**src/rtl/camera_pkg.sv**
```systemverilog
// Shared definitions for the multi-row camera sequencer: state encoding,
// readout timing and the values the outputs take when nothing is happening.
package camera_pkg;

    typedef enum logic [1:0] {
        ST_IDLE    = 2'd0,
        ST_ERASE   = 2'd1,
        ST_EXPOSE  = 2'd2,
        ST_READOUT = 2'd3
    } cam_state_t;

    localparam int   ROW_CYC      = 3;
    localparam int   ADC_PHASE    = 1;
    localparam logic ERASE_IDLE   = 1'b0;
    localparam logic EXPOSE_IDLE  = 1'b0;
    localparam logic ADC_IDLE     = 1'b0;
    localparam logic NRE_IDLE_BIT = 1'b1;

endpackage

```
**src/rtl/camera_control_multi_exp_adjust.sv**
```systemverilog
// Saturating up/down exposure register; adjustments are accepted only while
// i_en is high so the setting cannot move in the middle of a frame.
module exp_adjust #(
    parameter int EXP_W     = 5,
    parameter int EXP_MIN   = 2,
    parameter int EXP_MAX   = 30,
    parameter int EXP_RESET = 2
) (
    input  logic             clk,
    input  logic             reset,
    input  logic             i_en,
    input  logic             i_inc,
    input  logic             i_dec,
    output logic [EXP_W-1:0] o_exp
);
    logic [EXP_W-1:0] r_exp;

    always_ff @(posedge clk) begin
        if (!reset) begin
            r_exp <= EXP_W'(EXP_RESET);
        end else if (i_en) begin
            if (i_inc && !i_dec && (r_exp != EXP_W'(EXP_MAX))) begin
                r_exp <= r_exp + EXP_W'(1);
            end else if (i_dec && !i_inc && (r_exp != EXP_W'(EXP_MIN))) begin
                r_exp <= r_exp - EXP_W'(1);
            end
        end
    end

    assign o_exp = r_exp;

endmodule

```
**src/rtl/camera_control_multi.sv**
```systemverilog
// Frame sequencer for a multi-row sensor: erase, timed exposure, then a
// three-cycle readout per row with an ADC strobe in the middle cycle.
//
// state      | meaning
// ST_IDLE    | waiting for init; exposure may be adjusted
// ST_ERASE   | one-cycle pixel erase strobe
// ST_EXPOSE  | exposure window, exp_time cycles long
// ST_READOUT | rows read 0..N_ROWS-1, ROW_CYC cycles each
module camera_control_multi
    import camera_pkg::*;
#(
    parameter int N_ROWS    = 2,
    parameter int EXP_W     = 5,
    parameter int EXP_MIN   = 2,
    parameter int EXP_MAX   = 30,
    parameter int EXP_RESET = 2
) (
    input  logic              clk,
    input  logic              reset,
    input  logic              init,
    input  logic              cont,
    input  logic              exp_inc,
    input  logic              exp_dec,
    output logic              erase,
    output logic              expose,
    output logic [N_ROWS-1:0] nre,
    output logic              adc,
    output logic              busy,
    output logic              frame_done,
    output logic [EXP_W-1:0]  exp_time
);
    localparam int ROW_W = (N_ROWS > 1) ? $clog2(N_ROWS) : 1;

    if ((N_ROWS < 1) || (N_ROWS > 16) || (EXP_MIN < 1) || (EXP_MIN > EXP_MAX) ||
        (EXP_MAX >= (1 << EXP_W)) || (EXP_RESET < EXP_MIN) || (EXP_RESET > EXP_MAX)) begin : g_param_check
        $error("camera_control_multi: illegal parameter combination");
    end

    cam_state_t       r_state;
    cam_state_t       w_state_nxt;
    logic [EXP_W-1:0] r_exp_count;
    logic [ROW_W-1:0] r_row;
    logic [1:0]       r_phase;
    logic             w_last_row;
    logic             w_last_cycle;

    exp_adjust #(
        .EXP_W    (EXP_W),
        .EXP_MIN  (EXP_MIN),
        .EXP_MAX  (EXP_MAX),
        .EXP_RESET(EXP_RESET)
    ) u_exp_adjust (
        .clk   (clk),
        .reset (reset),
        .i_en  (r_state == ST_IDLE),
        .i_inc (exp_inc),
        .i_dec (exp_dec),
        .o_exp (exp_time)
    );

    assign w_last_row   = (r_row == ROW_W'(N_ROWS - 1));
    assign w_last_cycle = w_last_row && (r_phase == 2'(ROW_CYC - 1));

    always_ff @(posedge clk) begin
        if (!reset) begin
            r_state <= ST_IDLE;
        end else begin
            r_state <= w_state_nxt;
        end
    end

    always_comb begin
        w_state_nxt = r_state;
        unique case (r_state)
            ST_IDLE:    if (init) w_state_nxt = ST_ERASE;
            ST_ERASE:   w_state_nxt = ST_EXPOSE;
            ST_EXPOSE:  if (r_exp_count == exp_time) w_state_nxt = ST_READOUT;
            ST_READOUT: if (w_last_cycle) w_state_nxt = cont ? ST_ERASE : ST_IDLE;
            default:    w_state_nxt = ST_IDLE;
        endcase
    end

    // exp_count holds 1 on the first EXPOSE cycle and climbs to exp_time.
    always_ff @(posedge clk) begin
        if (!reset) begin
            r_exp_count <= '0;
            r_row       <= '0;
            r_phase     <= '0;
        end else begin
            if (r_state == ST_ERASE) begin
                r_exp_count <= EXP_W'(1);
            end else if ((r_state == ST_EXPOSE) && (w_state_nxt == ST_EXPOSE)) begin
                r_exp_count <= r_exp_count + EXP_W'(1);
            end else begin
                r_exp_count <= '0;
            end

            if (r_state == ST_READOUT) begin
                if (r_phase == 2'(ROW_CYC - 1)) begin
                    r_phase <= '0;
                    r_row   <= w_last_row ? '0 : r_row + ROW_W'(1);
                end else begin
                    r_phase <= r_phase + 2'd1;
                end
            end else begin
                r_row   <= '0;
                r_phase <= '0;
            end
        end
    end

    always_comb begin
        erase      = ERASE_IDLE;
        expose     = EXPOSE_IDLE;
        adc        = ADC_IDLE;
        nre        = {N_ROWS{NRE_IDLE_BIT}};
        busy       = (r_state != ST_IDLE);
        frame_done = 1'b0;
        unique case (r_state)
            ST_ERASE:   erase = 1'b1;
            ST_EXPOSE:  expose = 1'b1;
            ST_READOUT: begin
                nre[r_row] = 1'b0;
                adc        = (r_phase == 2'(ADC_PHASE));
                frame_done = w_last_cycle;
            end
            default: ;
        endcase
    end

endmodule

```
**config.mk**
```make
export PLATFORM = sky130hd
export DESIGN_NAME = camera_control_multi
export DESIGN_NICKNAME = d
export VERILOG_FILES = /design/src/rtl/camera_pkg.sv /design/src/rtl/camera_control_multi_exp_adjust.sv /design/src/rtl/camera_control_multi.sv
export SDC_FILE = /design/constraint.sdc
export NUM_CORES = 1
export LEC_CHECK = 0
export CELL_PAD_IN_SITES_DETAIL_PLACEMENT = 0
export CELL_PAD_IN_SITES_GLOBAL_PLACEMENT = 1
export CORE_ASPECT_RATIO = 0.7
export CORE_MARGIN = 5
export CORE_UTILIZATION = 35
export CTS_CLUSTER_DIAMETER = 50
export CTS_CLUSTER_SIZE = 30
export DETAILED_ROUTE_END_ITERATION = 12
export HOLD_SLACK_MARGIN = 0.08
export PLACE_DENSITY = 0.81
export SYNTH_ARGS = -nofsm -noshare
export SYNTH_HDL_FRONTEND = slang
export SYNTH_SLANG_ARGS = --single-unit
```
**constraint.sdc**
```tcl
create_clock -name clk -period 2.5 [get_ports clk]
set_input_delay 0.5 -clock clk [delete_from_list [all_inputs] [get_ports clk]]
set_output_delay 0.5 -clock clk [all_outputs]
set_load 0.03 [all_outputs]
```
Yosys cells after proc, flatten, opt, wreduce, memory -nomap -nowiden
Cells that the tools add are included.
{"block": "op_classes", "addsub": 5, "magnitude_cmp": 2, "eq_ne": 9, "muxes": 17, "bitwise_logic": 4, "reduce_logical": 16}
{"operator": "$add A5 B1 Y5 const B", "count": 2}
{"operator": "$mux W5", "count": 2}
{"operator": "$mux W1", "count": 9}
{"operator": "$eq A2 B2 Y1 const B", "count": 4}
{"operator": "$mux W2", "count": 4}
{"operator": "$pmux W2 S4", "count": 1}
{"operator": "$logic_and A1 B1 Y1", "count": 7}
{"operator": "$reduce_or A3 Y1", "count": 2}
{"operator": "$eq A5 B5 Y1", "count": 1}
{"operator": "$ne A5 B2 Y1 const B", "count": 1}
{"operator": "$ne A5 B5 Y1 const B", "count": 1}
{"operator": "$sub A5 B1 Y5 const B", "count": 1}
{"operator": "$eq A2 B1 Y1 const B", "count": 2}
{"operator": "$reduce_and A2 Y1", "count": 2}
{"operator": "$reduce_bool A2 Y1", "count": 2}
{"operator": "$not A1 Y1", "count": 3}
{"operator": "$add A2 B1 Y2 const B", "count": 1}
{"operator": "$logic_not A1 Y1", "count": 2}
{"operator": "$logic_not A2 Y1", "count": 1}
{"operator": "$lt A1 B2 Y1 const B", "count": 1}
{"operator": "$not A2 Y2", "count": 1}
{"operator": "$add A1 B1 Y1 const B", "count": 1}
{"operator": "$demux W1 S1", "count": 1}
{"operator": "$ge A1 B1 Y1 const B", "count": 1}
{"block": "totals", "regBits": 15, "input_bits": 6, "output_inout_bits": 12, "wordCells": 59}

Logic depth before layout (Yosys ltp)
Gate-level depths: netlist (run 1).
{"block": "depth", "word_depth": 8, "ltp_mapped": 9, "depth_no_buf": 9}

Hierarchy
A second synthesis (run 1) with hierarchy kept.
{"block": "hier_totals", "hier_cells": 101, "hier_area_um2": 943.4}
{"mod": "camera_control_multi", "instances": 1, "cells_per_inst": 56, "area_per_inst_um2": 533.0, "seq_area_each_um2": 200.2}
{"mod": "exp_adjust", "instances": 1, "cells_per_inst": 45, "area_per_inst_um2": 410.4, "seq_area_each_um2": 100.1}

Least setup slack after synthesis (run 1)
Ideal clock, no wire load.
{"block": "synth_path", "path_type": "reg2reg", "start": "register u_exp_adjust.r_exp[1], in the netlist u_exp_adjust.o_exp[1]", "end": "register u_exp_adjust.r_exp[4], in the netlist u_exp_adjust.o_exp[4]", "setup_time_ns": 0.070, "t_arrival_ns": 2.200, "required_time_ns": 2.430, "slack_ns": 0.230, "stages_incl_launch_ff": 9, "path_buffers": 0, "period_less_slack_ns": 2.270, "path_cell_list": "dfxtp_1 -> nor2b_2 -> a41oi_4 -> fa_1 -> nand2b_1 -> a21oi_1 -> mux2i_1 -> or3_1 -> a21boi_1"}
{"block": "synth_via", "elab_chain_cells": 4}
{"item": "from (decl)", "line": "camera_control_multi_exp_adjust.sv:16", "rtl": "logic [EXP_W-1:0] r_exp;"}
{"item": "from (signal assigned)", "line": "camera_control_multi_exp_adjust.sv:20", "rtl": "r_exp <= EXP_W'(EXP_RESET);"}
{"item": "from (signal assigned)", "line": "camera_control_multi_exp_adjust.sv:23", "rtl": "r_exp <= r_exp + EXP_W'(1);"}
{"item": "from (signal assigned)", "line": "camera_control_multi_exp_adjust.sv:25", "rtl": "r_exp <= r_exp - EXP_W'(1);"}
{"item": "parallel branches: the longest is 4 deep, another holds $sub A5 B1 Y5"}
Several ways; the timed one is not identified. The select of a mux whose other input is x is not followed.
A chain may end at the register's enable or synchronous reset.

Worst setup path after layout (run 1)
{"block": "layout_path", "start": "input port exp_inc", "end": "register u_exp_adjust.r_exp[4], in the netlist u_exp_adjust.o_exp[4]"}
{"block": "layout_via", "elab_chain_cells": 5}
{"item": "from (decl)", "line": "camera_control_multi.sv:22", "rtl": "input logic exp_inc,"}
{"item": "$logic_not A1 Y1", "line": "camera_control_multi_exp_adjust.sv:24", "rtl": "end else if (i_dec && !i_inc && (r_exp != EXP_W'(EXP_MIN))) begin"}
{"item": "$logic_and A1 B1 Y1 (2 in series)", "line": "camera_control_multi_exp_adjust.sv:24"}
{"item": "$reduce_bool A2 Y1 (no line)"}
{"item": "$reduce_and A2 Y1 (no line)"}
Several ways; a longest one is shown, not always the timed one.

==> results of run 1 <==
[worst register-to-register path: cells and delay by family (launching register included)]
family / cells / cell delay (ns)
multiplexers: 1 / 0.09
AND/OR/NAND/NOR: 3 / 0.71
buffers and inverters: 1 / 0.17
adder cells (fa/ha/maj): 1 / 0.38
flip-flops: 1 / 0.33
AO/OA/AOI/OAI: 3 / 0.42
[worst max-delay path by stage]
stage	startpoint	cells past startpoint	slack, ns	end
after floorplan	u_exp_adjust.o_exp[1]$_SDFFE_PN1P_	8	0.23	u_exp_adjust.o_exp[4]$_SDFFE_PN0P_
after global placement	exp_dec	10	-0.13	u_exp_adjust.o_exp[4]$_SDFFE_PN0P_
after detailed placement	exp_inc	10	-0.18	u_exp_adjust.o_exp[4]$_SDFFE_PN0P_
after CTS	exp_inc	10	0.12	u_exp_adjust.o_exp[4]$_SDFFE_PN0P_
after global routing	exp_inc	10	0.01	u_exp_adjust.o_exp[4]$_SDFFE_PN0P_
final	exp_inc	10	0.15	u_exp_adjust.o_exp[4]$_SDFFE_PN0P_
[cell usage after synthesis, drive strengths merged (2+ instances only)]
library cell | number | area [µm²]
nor2 | 11 | 41.3
xnor2 | 6 | 52.6
a21oi | 4 | 20.0
nor3 | 4 | 20.0
xor2 | 5 | 43.8
nand3 | 8 | 40.0
inv | 9 | 33.8
o21ai | 6 | 33.8
ha | 6 | 75.1
dfxtp | 15 | 300
clkbuf | 2 | 7.51
mux2i | 2 | 20.0
nand2 | 4 | 15.0
nand2b | 3 | 18.8
nor2b | 3 | 21.3
and3 | 2 | 12.5
[cells in the final DEF, fill, tap and decap left out, drive strengths merged, types with 2 or more instances in the layout]
cell,netlist,layout
a21oi,4,4
and3,2,2
buf,0,8
clkbuf,2,3
clkdlybuf4s50,0,17
dfxtp,15,15
ha,6,6
inv,9,9
mux2i,2,2
nand2,4,4
nand2b,3,3
nand3,8,8
nor2,11,11
nor2b,3,3
nor3,4,4
o21ai,6,6
xnor2,6,6
xor2,5,5
[state kept, by name, indices dropped and copies added, names as in the netlist]
signal and cells:
r_phase 2, u_exp_adjust.o_exp 5, r_state 2, r_exp_count 5, r_row 1
[routing by layer]
metal | track usage, % | vias up | part of all wire [%]
li1 | - | 388 | -
met5 | 0 | - | 0
met1 | 13.9 | 360 | 49
met4 | 4.87 | 0 | 2.0
met2 | 17.6 | 9 | 46
met3 | 3.47 | 5 | 2.8
[kinds of logic (layout without fill, tap and decap cells)]
logic type	count (synthesis)	after routing	share of synthesized area, %
AND/OR/NAND/NOR	40	40	23.7
flip-flops	15	15	34.9
AO/OA/AOI/OAI	14	14	12.1
XOR/XNOR	11	11	11.2
buffers and inverters	11	38	4.80
adder cells (fa/ha/maj)	7	7	11.0
multiplexers	2	2	2.33
[power by group]
part / leakage (nW) / internal, mW / switching [mW]
Clock: 0.0177 / 0.0596 / 0.0845
Sequential: 0.122 / 0.260 / 0.0231
Combinational: 0.328 / 0.143 / 0.161
[final cells by class]
cell class	instances	area [µm²]
fill	256	1240
inverter	9	33.8
timing repair buffer	25	230
tap	34	42.5
multi-input combinational	74	523
clock inverter	1	5.00
sequential	15	300
clock buffer	3	22.5
[metrics by stage]
step           total power [mW]  setup slack (ns)  cells  utilization, %  hold slack, ns
5_1_grt                   0.778            0.0145    161            48.2           0.487
6_report                  0.732             0.153    161            48.2           0.467
3_5_place_dp              0.590            -0.183    157            46.9           0.461
4_1_cts                   0.735             0.119    161            48.0           0.475
2_1_floorplan             0.475             0.230    100               -           0.427
3_3_place_gp              0.584            -0.130    157            46.9           0.443
[repair_timing]
action / in CTS / in global routing
buffers inserted: 0 / 0
gates resized for setup: 0 / 1
hold endpoints to repair: 0 / 0
endpoints found under the setup margin: 0 / 1
==> results.py, run 1 <==
metrics = {
    "global_routing": {
        "grt_max_degree": 13,
        "grt_pass1_vias": 693,
        "grt_pass1_wl_um": 3070,
        "antenna_found_initial": 0,
        "grt_usage_pct": 11.1,
        "grt-ovfl-total": 0,
    },
    "critical_path": {
        "reg2reg_to": "u_exp_adjust.o_exp[4]$_SDFFE_PN0P_",
        "worstReg2RegStart": "u_exp_adjust.o_exp[1]$_SDFFE_PN1P_",
        "endpoint_kind": "register",
        "critical_path.max_fanout": 3,
        "worstPathCellList": "clkdlybuf4s50_1 > or2b_1 > a41oi_4 > inv_1 > ha_1 > nand2b_1 > a21oi_2 > mux2i_1 > or3_1 > a21boi_1",
        "crit_buf_inv": 2,
        "critPathSlowestCell": "clkdlybuf4s50_1",
        "max_stage_delay_ns": 0.46,
        "crit_type": "primary input to register",
        "critPathRequiredTime_ns": 2.73,
        "cp.arrival_ns": 2.57,
        "cpLargestDelayFamily": "simple AND/OR/NAND/NOR gates",
        "reg2reg_slack_ns": 0.33,
        "reg2reg_depth": 9,
        "start_kind": "primary input",
    },
    "routing": {
        "routed_wl_um": 1860,
        "firstDrtPassIters": 4,
        "wire_per_inst_um": 11.5,
        "drc": 0,
        "vias": 762,
        "vias_per_cell": 4.73,
        "drt_iter0_markers": 13,
        "drtAntennaViolNets": 0,
    },
    "placement": {
        "placed_cell_area_um2": 1130,
        "port_buffers": 17,
        "place_hpwl_um": 1480,
        "place_congestion": 0.749,
    },
    "power": {
        "peakVddDrop_v": 0.000371,
        "p_per_area_nw_per_um2": 632,
        "cellLeakagePower_nw": 0.468,
    },
    "clocking": {
        "worstSkewPairLatency_ns": 0.29,
        "numCtsBuffers": 3,
        "cts_hold_buffers": 0,
        "cts_tree": "yes",
        "clkSinkCount": 15,
        "clockRootBuffer": "clkbuf_4",
        "h-tree-depth": 1,
        "clkTransAtPathRegs_ns": 0.09,
        "clockBufferDepth": 2,
    },
    "synthesis": {
        "ys_ff_latch": 15,
        "ys_types": 28,
        "yosysWarnings": 0,
        "synth-async-reset-ratio_pct": 0,
        "syn_nets": 113,
        "netlist_area_um2": 861,
        "synthCells": 100,
        "ys.flop_type": "dfxtp_1",
        "synth_edf_count": 0,
        "synth_seq_area_share_pct": 34.9,
        "syn_avg_cell_area_um2": 8.61,
    },
    "layout": {
        "syn2layout_area_growth_pct": 34.4,
        "layout.nets": 141,
        "insertedDiodeCount": 0,
        "final_design_area_no_fill_um2": 1160,
        "layout-drive-gt1-share_pct": 13.4,
    },
    "timing": {
        "tightest_slew_ns": 0.432,
        "fin_skew_ns": 0.00771,
        "rsz0062_at_grt": "no",
        "fin_crit_ns": 2.35,
        "drv_slew": 0,
        "fmax_ghz": 0.426,
        "setup_viol": 0,
        "hold_viol": 0,
        "tns_ns": 0,
        "min_period_over_period_pct": 93.9,
        "slew_headroom_pct": 71.1,
    },
    "worst_hold_path": {
        "hold_depth": 1,
        "holdCritStartpoint": "r_phase[0]$_SDFF_PP0_",
        "hold_class": "register to register",
        "min_to": "r_phase[0]$_SDFF_PP0_",
    },
    "die": {
        "core-area_um2": 2400,
        "num_rows": 15,
        "die_x_um": 69.3,
        "die_h_um": 51.5,
        "dieArea_um2": 3570,
        "start_util_pct": 35.8,
        "io-pin-count": 18,
    },
    "run_status": {
        "status": "finished, final reports clean",
    },
    "flow_run": {
        "drv_cap": 0,
    },
}
Power figures use the tool's default switching activity.
==> run 2, diff against run 1 <==
- CORE_UTILIZATION: 35 -> 36
- PLACE_DENSITY: 0.81 -> 0.83
- SETUP_SLACK_MARGIN: default -> 0.5
==> run 2 against run 1 <==
Flip-flop and latch count unchanged. Sequential share of layout area increased by 0.31 points. Via count decreased by 4.1%. First-iteration DRC count increased by 15%. Routed wire length decreased by 0.65%. Final cell count decreased by 2.5%. Clock skew about the same. Global-route usage increased by 1.5 points. Register-to-register slack improved by 0.19 ns. Maximum frequency increased by 18%. Design area increased by 2.9%. Die area decreased by 2.3%.
==> results.py, run 2 (synthesis results as in run 1) <==
metrics = {
    "routing": {
        "routed_wl_um": 1850,
        "drc": 0,
        "drt_iter0_markers": 15,
        "vias": 731,
        "wire_per_inst_um": 11.8,
        "firstDrtPassIters": 4,
        "drtAntennaViolNets": 0,
        "vias_per_cell": 4.66,
    },
    "layout": {
        "fillerInstances": 226,
        "layout-drive-gt1-share_pct": 23.2,
        "mostFrequentLayoutCells": "nor2_1, dfxtp_1, inv_1, nand3_1",
        "layout.nets": 139,
        "final_design_area_no_fill_um2": 1190,
        "syn2layout_area_growth_pct": 38.4,
        "final_common_cell": "nor2_1",
        "final_cells": 157,
        "insertedDiodeCount": 0,
    },
    "flow_run": {
        "drv_cap": 0,
    },
    "run_status": {
        "status": "finished, final reports clean",
    },
    "power": {
        "comb_power_share_pct": 40.4,
        "netSwitchingFraction_pct": 36.7,
        "seqPwrFrac_pct": 40.7,
        "p_clk_share_pct": 18.9,
        "power.internal_uw": 471,
        "cellLeakagePower_nw": 0.517,
        "p_sw_uw": 273,
        "peakVddDrop_v": 0.000211,
        "p_per_area_nw_per_um2": 624,
    },
    "clocking": {
        "clockBufferDepth": 2,
        "clockRootBuffer": "clkbuf_4",
        "worstSkewPairLatency_ns": 0.29,
        "clkTransAtPathRegs_ns": 0.09,
        "clkSinkCount": 15,
        "numCtsBuffers": 3,
        "h-tree-depth": 1,
        "cts_hold_buffers": 0,
        "cts_tree": "yes",
    },
    "placement": {
        "placed_cell_area_um2": 1130,
        "port_buffers": 17,
        "place_congestion": 0.780,
        "place_hpwl_um": 1390,
        "placed_cells": 150,
        "place_ws_ns": -0.124,
    },
    "timing": {
        "hold-worst-slack_ns": 0.469,
        "drv_slew": 0,
        "fmax_ghz": 0.504,
        "slew_headroom_pct": 71.5,
        "fin_crit_ns": 1.98,
        "tightest_slew_ns": 0.427,
        "rsz0062_at_grt": "yes",
        "hold_viol": 0,
        "setup_slack_ns": 0.516,
        "min_period_over_period_pct": 79.3,
        "setup_viol": 0,
        "fin_skew_ns": 0.00783,
    },
    "die": {
        "die_x_um": 68.4,
        "io-pin-count": 18,
        "dieArea_um2": 3480,
        "start_util_pct": 39.0,
        "num_rows": 14,
        "core-area_um2": 2210,
        "die_h_um": 50.9,
    },
    "critical_path": {
        "critPathRequiredTime_ns": 2.72,
        "worstReg2RegStart": "u_exp_adjust.o_exp[1]$_SDFFE_PN1P_",
        "critical_path.max_fanout": 2,
        "crit_type": "register to register",
        "start_kind": "register",
        "crit_start": "u_exp_adjust.o_exp[1]$_SDFFE_PN1P_",
        "endpoint_kind": "register",
        "cp.arrival_ns": 2.20,
    },
    "global_routing": {
        "use_met3_pct": 3.29,
        "gr-max-usage-layer": "met2",
        "grt_max_degree": 13,
        "grt_pass1_wl_um": 3190,
        "grt-ovfl-total": 0,
        "grtUsageMet1_pct": 16.9,
        "grt_usage_pct": 12.6,
        "antenna_found_initial": 0,
        "use_met2_pct": 18.2,
        "grt_pass1_vias": 726,
    },
    "worst_hold_path": {
        "holdCritStartpoint": "r_phase[0]$_SDFF_PP0_",
        "hold_class": "register to register",
    },
}
## run 2: changes by cell type in the layout (fill, tap and decap cells not counted), sizes merged
cell / before / now
clkdlybuf4s15: 0 / 1
dlymetal6s2s: 0 / 3
clkdlybuf4s50: 17 / 6
clkbuf: 3 / 4
dlygate4sd2: 0 / 4
## run 2: layout make-up
| cell class | count | area, µm² | area share [%] |
|---|---|---|---|
| clock inverters | 1 | 5.00 | 0.420 |
| flip-flops and latches | 15 | 313 | 26.3 |
| repair buffers | 23 | 206 | 17.3 |
| inverters | 9 | 33.8 | 2.84 |
| clock buffers | 3 | 22.5 | 1.89 |
| multi-input cells | 74 | 571 | 47.9 |
| well taps | 32 | 40.0 | 3.36 |
## run 2: timing repair
| item | 4_1_cts | 5_1_grt |
|---|---|---|
| endpoints found under the setup margin | 10 | 7 |
| setup buffers | 3 | 0 |
| pin swaps | 5 | 2 |
| resized for setup | 18 | 8 |
## run 2: per-stage QoR
| step | TNS (ns) | total power, mW | util (%) |
|---|---|---|---|
| after CTS | 0 | 0.744 | 53.3 |
| after detailed placement | -0.170 | 0.590 | 51.1 |
| after global placement | -0.0939 | 0.587 | 51.1 |
| after global routing | 0 | 0.794 | 54.0 |
| after floorplan | 0 | 0.498 | - |
| final | 0 | 0.744 | 54.0 |
## run 2: path summary, 6_finish.rpt
path,to,slack [ns],cells after the start
setup reg to reg,u_exp_adjust.o_exp[4]$_SDFFE_PN0P_,0.52,9
hold reg to reg,r_phase[0]$_SDFF_PP0_,0.47,1
setup / recovery,u_exp_adjust.o_exp[4]$_SDFFE_PN0P_,0.52,9
hold / removal,r_phase[0]$_SDFF_PP0_,0.47,1
## run 2: per-layer routing
layer,up-vias,share of wire (%)
met1,331,52
met4,0,2.4
li1,384,-
met5,-,0
met3,4,2.6
met2,12,43
## run 2: critical path, cell delays in order, from the launching register on
cell      delay (ns)
dfxtp_4         0.36
nor2b_4         0.16
a41oi_4         0.11
buf_6           0.15
fa_2            0.33
nand2b_4        0.16
a21oi_4         0.12
mux2i_1         0.10
or3_1           0.31
a21boi_1        0.12
## run 2: power groups by stage
stage          logic, mW  clock network (mW)  registers (mW)
4_1_cts            0.295               0.146           0.303
3_3_place_gp       0.275                   0           0.312
6_report           0.300               0.141           0.303
3_5_place_dp       0.277                   0           0.313
2_1_floorplan      0.172                   0           0.326
5_1_grt            0.331               0.156           0.307
==> run 3, diff against run 2 <==
- clock period: 2.5 -> 2 ns (I/O delays scaled with it)
==> run 3 against run 2 <==
Global-route usage rose by 0.76 points. Via count rose by 4.0%. Utilization up 3.9 points. Critical endpoint unchanged. Largest power group is now combinational logic.
==> results.py, run 3 (synthesis results as in run 1) <==
metrics = {
    "run_status": {
        "status": "finished, final reports clean",
    },
    "critical_path": {
        "max_stage_delay_ns": 0.35,
        "critPathRequiredTime_ns": 2.22,
        "crit_type": "register to register",
        "cp.arrival_ns": 2.20,
        "start_kind": "register",
        "cpLargestDelayFamily": "simple AND/OR/NAND/NOR gates",
        "worstPathCellList": "nor2b_4 > a41oi_4 > buf_6 > fa_2 > nand2b_4 > a21oi_2 > mux2i_1 > or3_1 > a21boi_1",
        "critical_path.max_fanout": 2,
        "critPathSlowestCell": "dfxtp_4",
        "crit_buf_inv": 1,
        "endpoint_kind": "register",
    },
    "power": {
        "cellLeakagePower_nw": 0.533,
        "peakVddDrop_v": 0.000434,
        "p_per_area_nw_per_um2": 752,
    },
    "routing": {
        "routed_wl_um": 2010,
        "drtAntennaViolNets": 0,
        "vias": 760,
        "wire_per_inst_um": 12.2,
        "firstDrtPassIters": 4,
        "drt_iter0_markers": 25,
        "drc": 0,
        "vias_per_cell": 4.61,
    },
    "timing": {
        "hold_viol": 0,
        "setup_viol": 0,
        "fmax_ghz": 0.505,
        "min_period_over_period_pct": 99.0,
        "rsz0062_at_grt": "yes",
        "slew_headroom_pct": 71.8,
        "drv_slew": 0,
        "fin_crit_ns": 1.98,
        "fin_skew_ns": 0.00434,
        "hold-worst-slack_ns": 0.465,
        "tightest_slew_ns": 0.422,
        "tns_ns": 0,
    },
    "die": {
        "dieArea_um2": 3480,
        "num_rows": 14,
        "die_x_um": 68.4,
        "io-pin-count": 18,
        "die_h_um": 50.9,
        "start_util_pct": 39.0,
        "core-area_um2": 2210,
    },
    "global_routing": {
        "grt_pass1_vias": 745,
        "grt-ovfl-total": 0,
        "grt_max_degree": 13,
        "grt_pass1_wl_um": 3500,
        "grt_usage_pct": 13.4,
        "antenna_found_initial": 0,
    },
    "layout": {
        "mostFrequentLayoutCells": "buf_4, nor2_1, buf_2",
        "multi_input_area_um2": 623,
        "layout.nets": 147,
        "layout-drive-gt1-share_pct": 46.6,
        "final_common_cell": "buf_4",
        "regArea_um2": 317,
        "insertedDiodeCount": 0,
        "fillerInstances": 213,
        "syn2layout_area_growth_pct": 48.4,
    },
    "clocking": {
        "clockBufferDepth": 2,
        "worstSkewPairLatency_ns": 0.29,
        "clockRootBuffer": "clkbuf_4",
        "clkTransAtPathRegs_ns": 0.10,
        "cts_tree": "yes",
        "clkSinkCount": 15,
        "h-tree-depth": 1,
        "numCtsBuffers": 3,
        "cts_hold_buffers": 0,
    },
    "placement": {
        "place_congestion": 0.737,
        "place_hpwl_um": 1570,
        "port_buffers": 17,
    },
    "worst_hold_path": {
        "hold_class": "register to register",
    },
    "flow_run": {
        "drv_cap": 0,
    },
}
## run 3: area by class of cell
class / instances / share of cell area (%)
Multi-Input combinational cell: 74 / 48.8
Sequential cell: 15 / 24.8
Timing Repair Buffer: 31 / 18.3
Tap cell: 32 / 3.13
Inverter: 9 / 2.84
Clock buffer: 3 / 1.76
Clock inverter: 1 / 0.392
## run 3: through the flow
step                cell area [µm²]  power (mW)  instances  util (%)  setup slack, ns
detailed placement             1210       0.786        158      54.8           -0.510
global route                   1280        1.03        165      57.9           -0.101
global placement               1210       0.779        158      54.8           -0.480
finish                         1280       0.960        165      57.9           0.0198
CTS                            1280       0.963        165      58.0          -0.0379
floorplan                       923       0.631        100         -          -0.0173
## run 3: power by group
part / total (mW) / switching, mW / leakage, nW / internal [mW]
sequential: 0.363 / 0.0325 / 0.126 / 0.331
clock: 0.179 / 0.105 / 0.0177 / 0.0744
combinational: 0.418 / 0.221 / 0.389 / 0.197
total: 0.960 / 0.358 / 0.533 / 0.602
## run 3: final timing paths
check	from	to	slack, ns	cells past startpoint
worst max-delay path	u_exp_adjust.o_exp[1]$_SDFFE_PN1P_	u_exp_adjust.o_exp[4]$_SDFFE_PN0P_	0.02	9
worst min-delay path	r_phase[0]$_SDFF_PP0_	r_phase[0]$_SDFF_PP0_	0.46	1
worst max register to register	u_exp_adjust.o_exp[1]$_SDFFE_PN1P_	u_exp_adjust.o_exp[4]$_SDFFE_PN0P_	0.02	9
worst min register to register	r_phase[0]$_SDFF_PP0_	r_phase[0]$_SDFF_PP0_	0.46	1
## run 3: timing repair
item,4_1_cts,5_1_grt
resized for setup,83,6
pin swaps,9,4
endpoints found under the setup margin,17,12
buffers inserted,3,0
hold endpoints to repair,0,0
## run 3: metal layers
metal | up-vias | track usage [%] | wire, µm
met1 | 346 | 18.8 | 1040
met4 | 0 | 4.95 | 36
met2 | 12 | 19.5 | 885
li1 | 398 | - | -
met5 | - | 0 | 0
met3 | 4 | 3.29 | 52
==> variant 1, RTL diff (flow settings as in run 2) <==
Set the parameter `N_ROWS` to 8 (it was 2).
--- a/src/rtl/camera_control_multi.sv
+++ b/src/rtl/camera_control_multi.sv
@@ -9,7 +9,7 @@
 module camera_control_multi
     import camera_pkg::*;
 #(
-    parameter int N_ROWS    = 2,
+    parameter int N_ROWS    = 8,
     parameter int EXP_W     = 5,
     parameter int EXP_MIN   = 2,
     parameter int EXP_MAX   = 30,
Interface: changed (resized nre); port bits go from 18 to 24. The function was not compared with the original's and may differ.
==> variant 1 against run 2 <==
Final cell count is 20% higher. Global-route usage is 1.1 points higher. Routed wire length rose by 36%. Sequential cell count up 2. Final area grew 20%. Critical path depth decreased by 7. Power is 11% higher. Combinational power shrank 6%. Area after synthesis grew 20%. Worst setup slack improved by 8.8 ps.
==> variant 1: results (changes against run 2) <==
INFO  metric synth-seq-area-share = 33.0% (was 34.9%)
INFO  metric met1_length = 1210 um (was 967 um)
INFO  metric detailroute.wirelength.met3 = 153 um (was 48 um)
INFO  metric initialDrtViolationCount = 48 (was 15)
INFO  metric skew = 5.98 ps (was 7.83 ps)
INFO  metric post_drt_via_cell_ratio = 4.98 (was 4.66)
INFO  metric share_of_final_layout_standard_cells_stronger_than_drive_strength_1 = 17.8% (was 23.2%)
INFO  metric arrival = 1470 ps (was 2200 ps)
INFO  metric synthDistinctLibCells = 32 (was 28)
INFO  metric critPathMaxFanout = 5 (was 2)
INFO  metric buffer_ports.inserted = 23 (was 17)
INFO  metric grt_start_max_net_pins = 16 (was 13)
INFO  metric gp_routability_congestion = 0.839 (was 0.780)
INFO  metric leakagePower = 0.532 nW (was 0.517 nW)
INFO  metric r2r_worst_path_depth = 8 (was 9)
INFO  metric wire_length_of_the_first_global_routing_pass = 4080 um (was 3190 um)
INFO  metric worst_ir_drop_vdd = 0.290 mV (was 0.211 mV)
INFO  metric clk_latency = 260 ps (was 290 ps)
INFO  metric routed_wl = 2520 um (was 1850 um)
INFO  metric synth_top_cells_by_area = sky130_fd_sc_hd__dfxtp_1 (33%), sky130_fd_sc_hd__ha_1 (9.7%), sky130_fd_sc_hd__nand2_1 (6.2%), sky130_fd_sc_hd__mux2i_1 (5.8%), sky130_fd_sc_hd__nor2b_1 (4.9%) (was sky130_fd_sc_hd__dfxtp_1 (35%), sky130_fd_sc_hd__ha_1 (8.7%), sky130_fd_sc_hd__xnor2_1 (6.1%), sky130_fd_sc_hd__xor2_1 (5.1%), sky130_fd_sc_hd__nor2_1 (4.8%))
INFO  metric synth_fp_nets = 138 (was 113)
INFO  metric root_buffer = sky130_fd_sc_hd__clkbuf_8 (was sky130_fd_sc_hd__clkbuf_4)
INFO  metric num-nets-final = 168 (was 139)
INFO  metric status = completed (unchanged)
INFO  metric crit_path_top_delay_cell = sky130_fd_sc_hd__clkdlybuf4s50_1 (was sky130_fd_sc_hd__dfxtp_4)
INFO  metric timing.rr.start = u_exp_adjust.o_exp[0]$_SDFFE_PN0P_ (was u_exp_adjust.o_exp[1]$_SDFFE_PN1P_)
INFO  metric wl_met2 = 1120 um (was 786 um)
INFO  metric regToRegSetupSlack = 600 ps (was 520 ps)
INFO  metric clkSlewWorstSetupHoldPaths = 60 ps (was 90 ps)
INFO  metric grt.total_usage = 13.7% (was 12.6%)
INFO  metric grt_pass1_vias = 889 (was 726)
variant 1: kinds of logic (layout without fill, tap and decap cells):
kind of cell / Yosys count / after routing / share of synthesized area [%]
multiplexers: 6 / 6 / 5.83
adder cells (fa/ha/maj): 9 / 9 / 11.7
XOR/XNOR: 9 / 9 / 7.65
AO/OA/AOI/OAI: 17 / 17 / 11.5
buffers and inverters: 8 / 37 / 2.91
flip-flops: 17 / 17 / 33.0
AND/OR/NAND/NOR: 57 / 57 / 27.4
variant 1: repair_timing:
item | 4_1_cts | 5_1_grt
gates cloned | 0 | 0
buffers inserted | 2 | 0
endpoints found under the setup margin | 16 | 9
gates resized for setup | 21 | 13
pin swaps | 3 | 0
variant 1: worst max-delay path: cells and delay by family, from the launching register on:
kind | cells | cell delay [ps]
DFF | 1 | 360
buffers and inverters | 2 | 860
variant 1: how the worst max path moves through the flow:
stage                                          to                                from  cells past startpoint  slack (ps)
6_report                              exp_time[2]  u_exp_adjust.o_exp[2]$_SDFFE_PN0P_                      2         530
5_1_grt                                frame_done               r_row[1]$_SDFFE_PN0N_                      5         470
4_1_cts                                frame_done               r_row[1]$_SDFFE_PN0N_                      5         310
3_5_place_dp   u_exp_adjust.o_exp[3]$_SDFFE_PN0P_                             exp_inc                      9         -60
3_3_place_gp   u_exp_adjust.o_exp[3]$_SDFFE_PN0P_                             exp_inc                      9          20
2_1_floorplan  u_exp_adjust.o_exp[3]$_SDFFE_PN0P_  u_exp_adjust.o_exp[2]$_SDFFE_PN0P_                      8         500
variant 1: layer usage:
layer  GRT usage, %  vias to the layer above
li1               -                      482
met5              0                        -
met4           7.53                        0
met2           20.6                       17
met3           4.04                        5
met1           17.5                      432
variant 1: area by class of cell:
type / count / area, um^2
sequential: 17 / 354
timing repair buffer: 27 / 238
multi-input combinational: 98 / 723
clock buffer: 4 / 45.0
fill: 250 / 1330
inverter: 6 / 25.0
tap: 36 / 45.0
variant 1: stage by stage:
| stage | TNS, ps | hold WS [ps] | setup WS (ps) | std cells |
|---|---|---|---|---|
| after floorplan | 0 | 427 | 502 | 123 |
| after global placement | 0 | 437 | 21.6 | 182 |
| after detailed placement | -56.3 | 450 | -56.3 | 182 |
| after CTS | 0 | 459 | 309 | 188 |
| after global routing | 0 | 469 | 475 | 188 |
| final | 0 | 455 | 525 | 188 |
variant 1: where the power goes:
part           switching (mW)  internal (mW)
Sequential             0.0405          0.295
Clock                  0.0962          0.113
Combinational           0.152          0.130
Total                   0.289          0.539
==> variant 2, RTL diff (config.mk and constraints of run 2) <==
Without the edit above. Register the inputs `init`, `cont`, `exp_inc` and `exp_dec` before use, with the module's reset. The logic sees them one clock later.
--- a/src/rtl/camera_control_multi.sv
+++ b/src/rtl/camera_control_multi.sv
@@ -31,6 +31,25 @@
 );
     localparam int ROW_W = (N_ROWS > 1) ? $clog2(N_ROWS) : 1;
 
+    logic init_q;
+    logic cont_q;
+    logic exp_inc_q;
+    logic exp_dec_q;
+
+    always_ff @(posedge clk) begin
+        if (!reset) begin
+            init_q    <= '0;
+            cont_q    <= '0;
+            exp_inc_q <= '0;
+            exp_dec_q <= '0;
+        end else begin
+            init_q    <= init;
+            cont_q    <= cont;
+            exp_inc_q <= exp_inc;
+            exp_dec_q <= exp_dec;
+        end
+    end
+
     if ((N_ROWS < 1) || (N_ROWS > 16) || (EXP_MIN < 1) || (EXP_MIN > EXP_MAX) ||
         (EXP_MAX >= (1 << EXP_W)) || (EXP_RESET < EXP_MIN) || (EXP_RESET > EXP_MAX)) begin : g_param_check
         $error("camera_control_multi: illegal parameter combination");
@@ -53,8 +72,8 @@
         .clk   (clk),
         .reset (reset),
         .i_en  (r_state == ST_IDLE),
-        .i_inc (exp_inc),
-        .i_dec (exp_dec),
+        .i_inc (exp_inc_q),
+        .i_dec (exp_dec_q),
         .o_exp (exp_time)
     );
 
@@ -72,10 +91,10 @@
     always_comb begin
         w_state_nxt = r_state;
         unique case (r_state)
-            ST_IDLE:    if (init) w_state_nxt = ST_ERASE;
+            ST_IDLE:    if (init_q) w_state_nxt = ST_ERASE;
             ST_ERASE:   w_state_nxt = ST_EXPOSE;
             ST_EXPOSE:  if (r_exp_count == exp_time) w_state_nxt = ST_READOUT;
-            ST_READOUT: if (w_last_cycle) w_state_nxt = cont ? ST_ERASE : ST_IDLE;
+            ST_READOUT: if (w_last_cycle) w_state_nxt = cont_q ? ST_ERASE : ST_IDLE;
             default:    w_state_nxt = ST_IDLE;
         endcase
     end
Check against the original RTL: not equivalent (Yosys sat finds a counterexample within 4 cycles, from zero or initial values and one cycle with reset low).
==> variant 2 against run 2 <==
Final area up 7.8%. Sequential cell count up 4. Largest cell class unchanged. Sequential share of layout area up 4.3 points. Power up 9.7%. Die area up 10%. Combinational power down 20%. Sequential power up 21%. Largest power group unchanged. Routed wire length up 12%. Area after synthesis up 12%. Fmax down 3.6%. Worst setup slack worse by 74 ps. Final cell count up 3.8%.
==> variant 2: results (changes against run 2) <==
INFO  metric grt.total_usage = 12.1% (was 12.6%)
INFO  metric p_sw = 0.258 mW (was 0.273 mW)
INFO  metric share_of_final_layout_standard_cells_stronger_than_drive_strength_1 = 17.8% (was 23.2%)
INFO  metric synth_compound_gate_area_share = 10.8% (was 12.1%)
INFO  metric initialDrtViolationCount = 18 (was 15)
INFO  metric syn_area_per_cell = 8.94 um^2 (was 8.61 um^2)
INFO  metric clk_latency = 250 ps (was 290 ps)
INFO  metric fill_cells = 233 (was 226)
INFO  metric muxShareOfSynthArea = 2.07% (was 2.33%)
INFO  metric synthXorXnorAreaFrac = 9.97% (was 11.2%)
INFO  metric dp.final_hpwl = 1560 um (was 1390 um)
INFO  metric setup_slack = 442 ps (was 516 ps)
INFO  metric num-nets-final = 143 (was 139)
INFO  metric grt_start_max_net_pins = 17 (was 13)
INFO  metric synth_top_cells_by_area = sky130_fd_sc_hd__dfxtp_1 (39%), sky130_fd_sc_hd__ha_1 (7.8%), sky130_fd_sc_hd__xnor2_1 (5.4%), sky130_fd_sc_hd__xor2_1 (4.5%), sky130_fd_sc_hd__nor2_1 (4.3%) (was sky130_fd_sc_hd__dfxtp_1 (35%), sky130_fd_sc_hd__ha_1 (8.7%), sky130_fd_sc_hd__xnor2_1 (6.1%), sky130_fd_sc_hd__xor2_1 (5.1%), sky130_fd_sc_hd__nor2_1 (4.8%))
INFO  metric leakagePower = 0.507 nW (was 0.517 nW)
INFO  metric synth_fp_nets = 121 (was 113)
INFO  metric routedWlPerCell = 12.7 um (was 11.8 um)
INFO  metric critPathMaxFanout = 4 (was 2)
INFO  metric clkSlewWorstSetupHoldPaths = 70 ps (was 90 ps)
INFO  metric status = completed (unchanged)
INFO  metric root_buffer = sky130_fd_sc_hd__clkbuf_8 (was sky130_fd_sc_hd__clkbuf_4)
INFO  metric wire_length_of_the_first_global_routing_pass = 3530 um (was 3190 um)
INFO  metric synth-adder-area-share = 9.84% (was 11.0%)
INFO  metric placed_cells_incl_taps = 157 (was 150)
INFO  metric post_drt_via_cell_ratio = 4.82 (was 4.66)
INFO  metric worst_pin_slew = 491 ps (was 427 ps)
INFO  metric commonest_cells_in_the_synthesized_netlist = sky130_fd_sc_hd__dfxtp_1 (19), sky130_fd_sc_hd__nor2_1 (11), sky130_fd_sc_hd__inv_1 (9) (was sky130_fd_sc_hd__dfxtp_1 (15), sky130_fd_sc_hd__nor2_1 (11), sky130_fd_sc_hd__inv_1 (9))
INFO  metric arrival = 2240 ps (was 2200 ps)
INFO  metric worst_ir_drop_vdd = 0.350 mV (was 0.211 mV)
INFO  metric skew = 1.78 ps (was 7.83 ps)
## variant 2: cell types whose count changed in the layout (fill, tap and decap cells not counted), sizes merged
cell           change
clkbuf             +1
buf                -6
dfxtp              +4
clkdlybuf4s15      -1
and2               +4
dlymetal6s2s       -2
clkinv             -1
clkdlybuf4s50      +5
## variant 2: per-stage QoR
| stage | instance area, um^2 | utilization, % |
|---|---|---|
| 4_1_cts | 1260 | 50.0 |
| 5_1_grt | 1280 | 51.0 |
| 3_5_place_dp | 1190 | 47.5 |
| 3_3_place_gp | 1190 | 47.5 |
| 6_report | 1280 | 51.0 |
| 2_1_floorplan | 988 | - |
## variant 2: worst max-delay path, stage by stage (launching register included)
cell and delay [ps]:
sky130_fd_sc_hd__dfxtp_2 320, sky130_fd_sc_hd__or2b_1 250, sky130_fd_sc_hd__a41oi_4 250, sky130_fd_sc_hd__inv_2 110
sky130_fd_sc_hd__ha_4 290, sky130_fd_sc_hd__nand2b_4 60, sky130_fd_sc_hd__a21oi_2 140, sky130_fd_sc_hd__mux2i_1 90
sky130_fd_sc_hd__or3_1 360, sky130_fd_sc_hd__a21boi_1 110
## variant 2: power groups by stage
stage	Clock, mW	Combinational [mW]	Sequential, mW
floorplan	0	0.139	0.382
global placement	0	0.217	0.370
detailed placement	0	0.225	0.372
CTS	0.213	0.227	0.367
global route	0.225	0.265	0.371
finish	0.208	0.240	0.367
## variant 2: cell type report
class	instances	area share [%]
multi-input combinational	78	46.1
sequential	19	30.6
timing repair buffer	19	13.8
clock buffer	4	3.51
tap	34	3.31
inverter	9	2.63
## variant 2: repair_timing
| action | 4_1_cts | 5_1_grt |
|---|---|---|
| hold buffers | 0 | 0 |
| cloned | 0 | 0 |
| resized for setup | 8 | 6 |
| pin swaps | 1 | 5 |
| buffers inserted | 0 | 2 |
| setup endpoints to repair | 7 | 4 |
## variant 2: layer usage
layer / track usage, % / vias up / routed length, um
met5: 0 / - / 0
met4: 5.94 / 0 / 32
met3: 4.36 / 4 / 76
met2: 22.3 / 17 / 1070
met1: 12.4 / 365 / 891
li1: - / 399 / -
## variant 2: kinds of logic after synthesis
| group | after synthesis |
|---|---|
| and+or+nand+nor | 44 |
| DFF | 19 |
| AOI/OAI and AO/OA | 14 |
| xor gates and xnor gates | 11 |
| buffers and inverters | 11 |
| adders and majority gates | 7 |
| muxes | 2 |
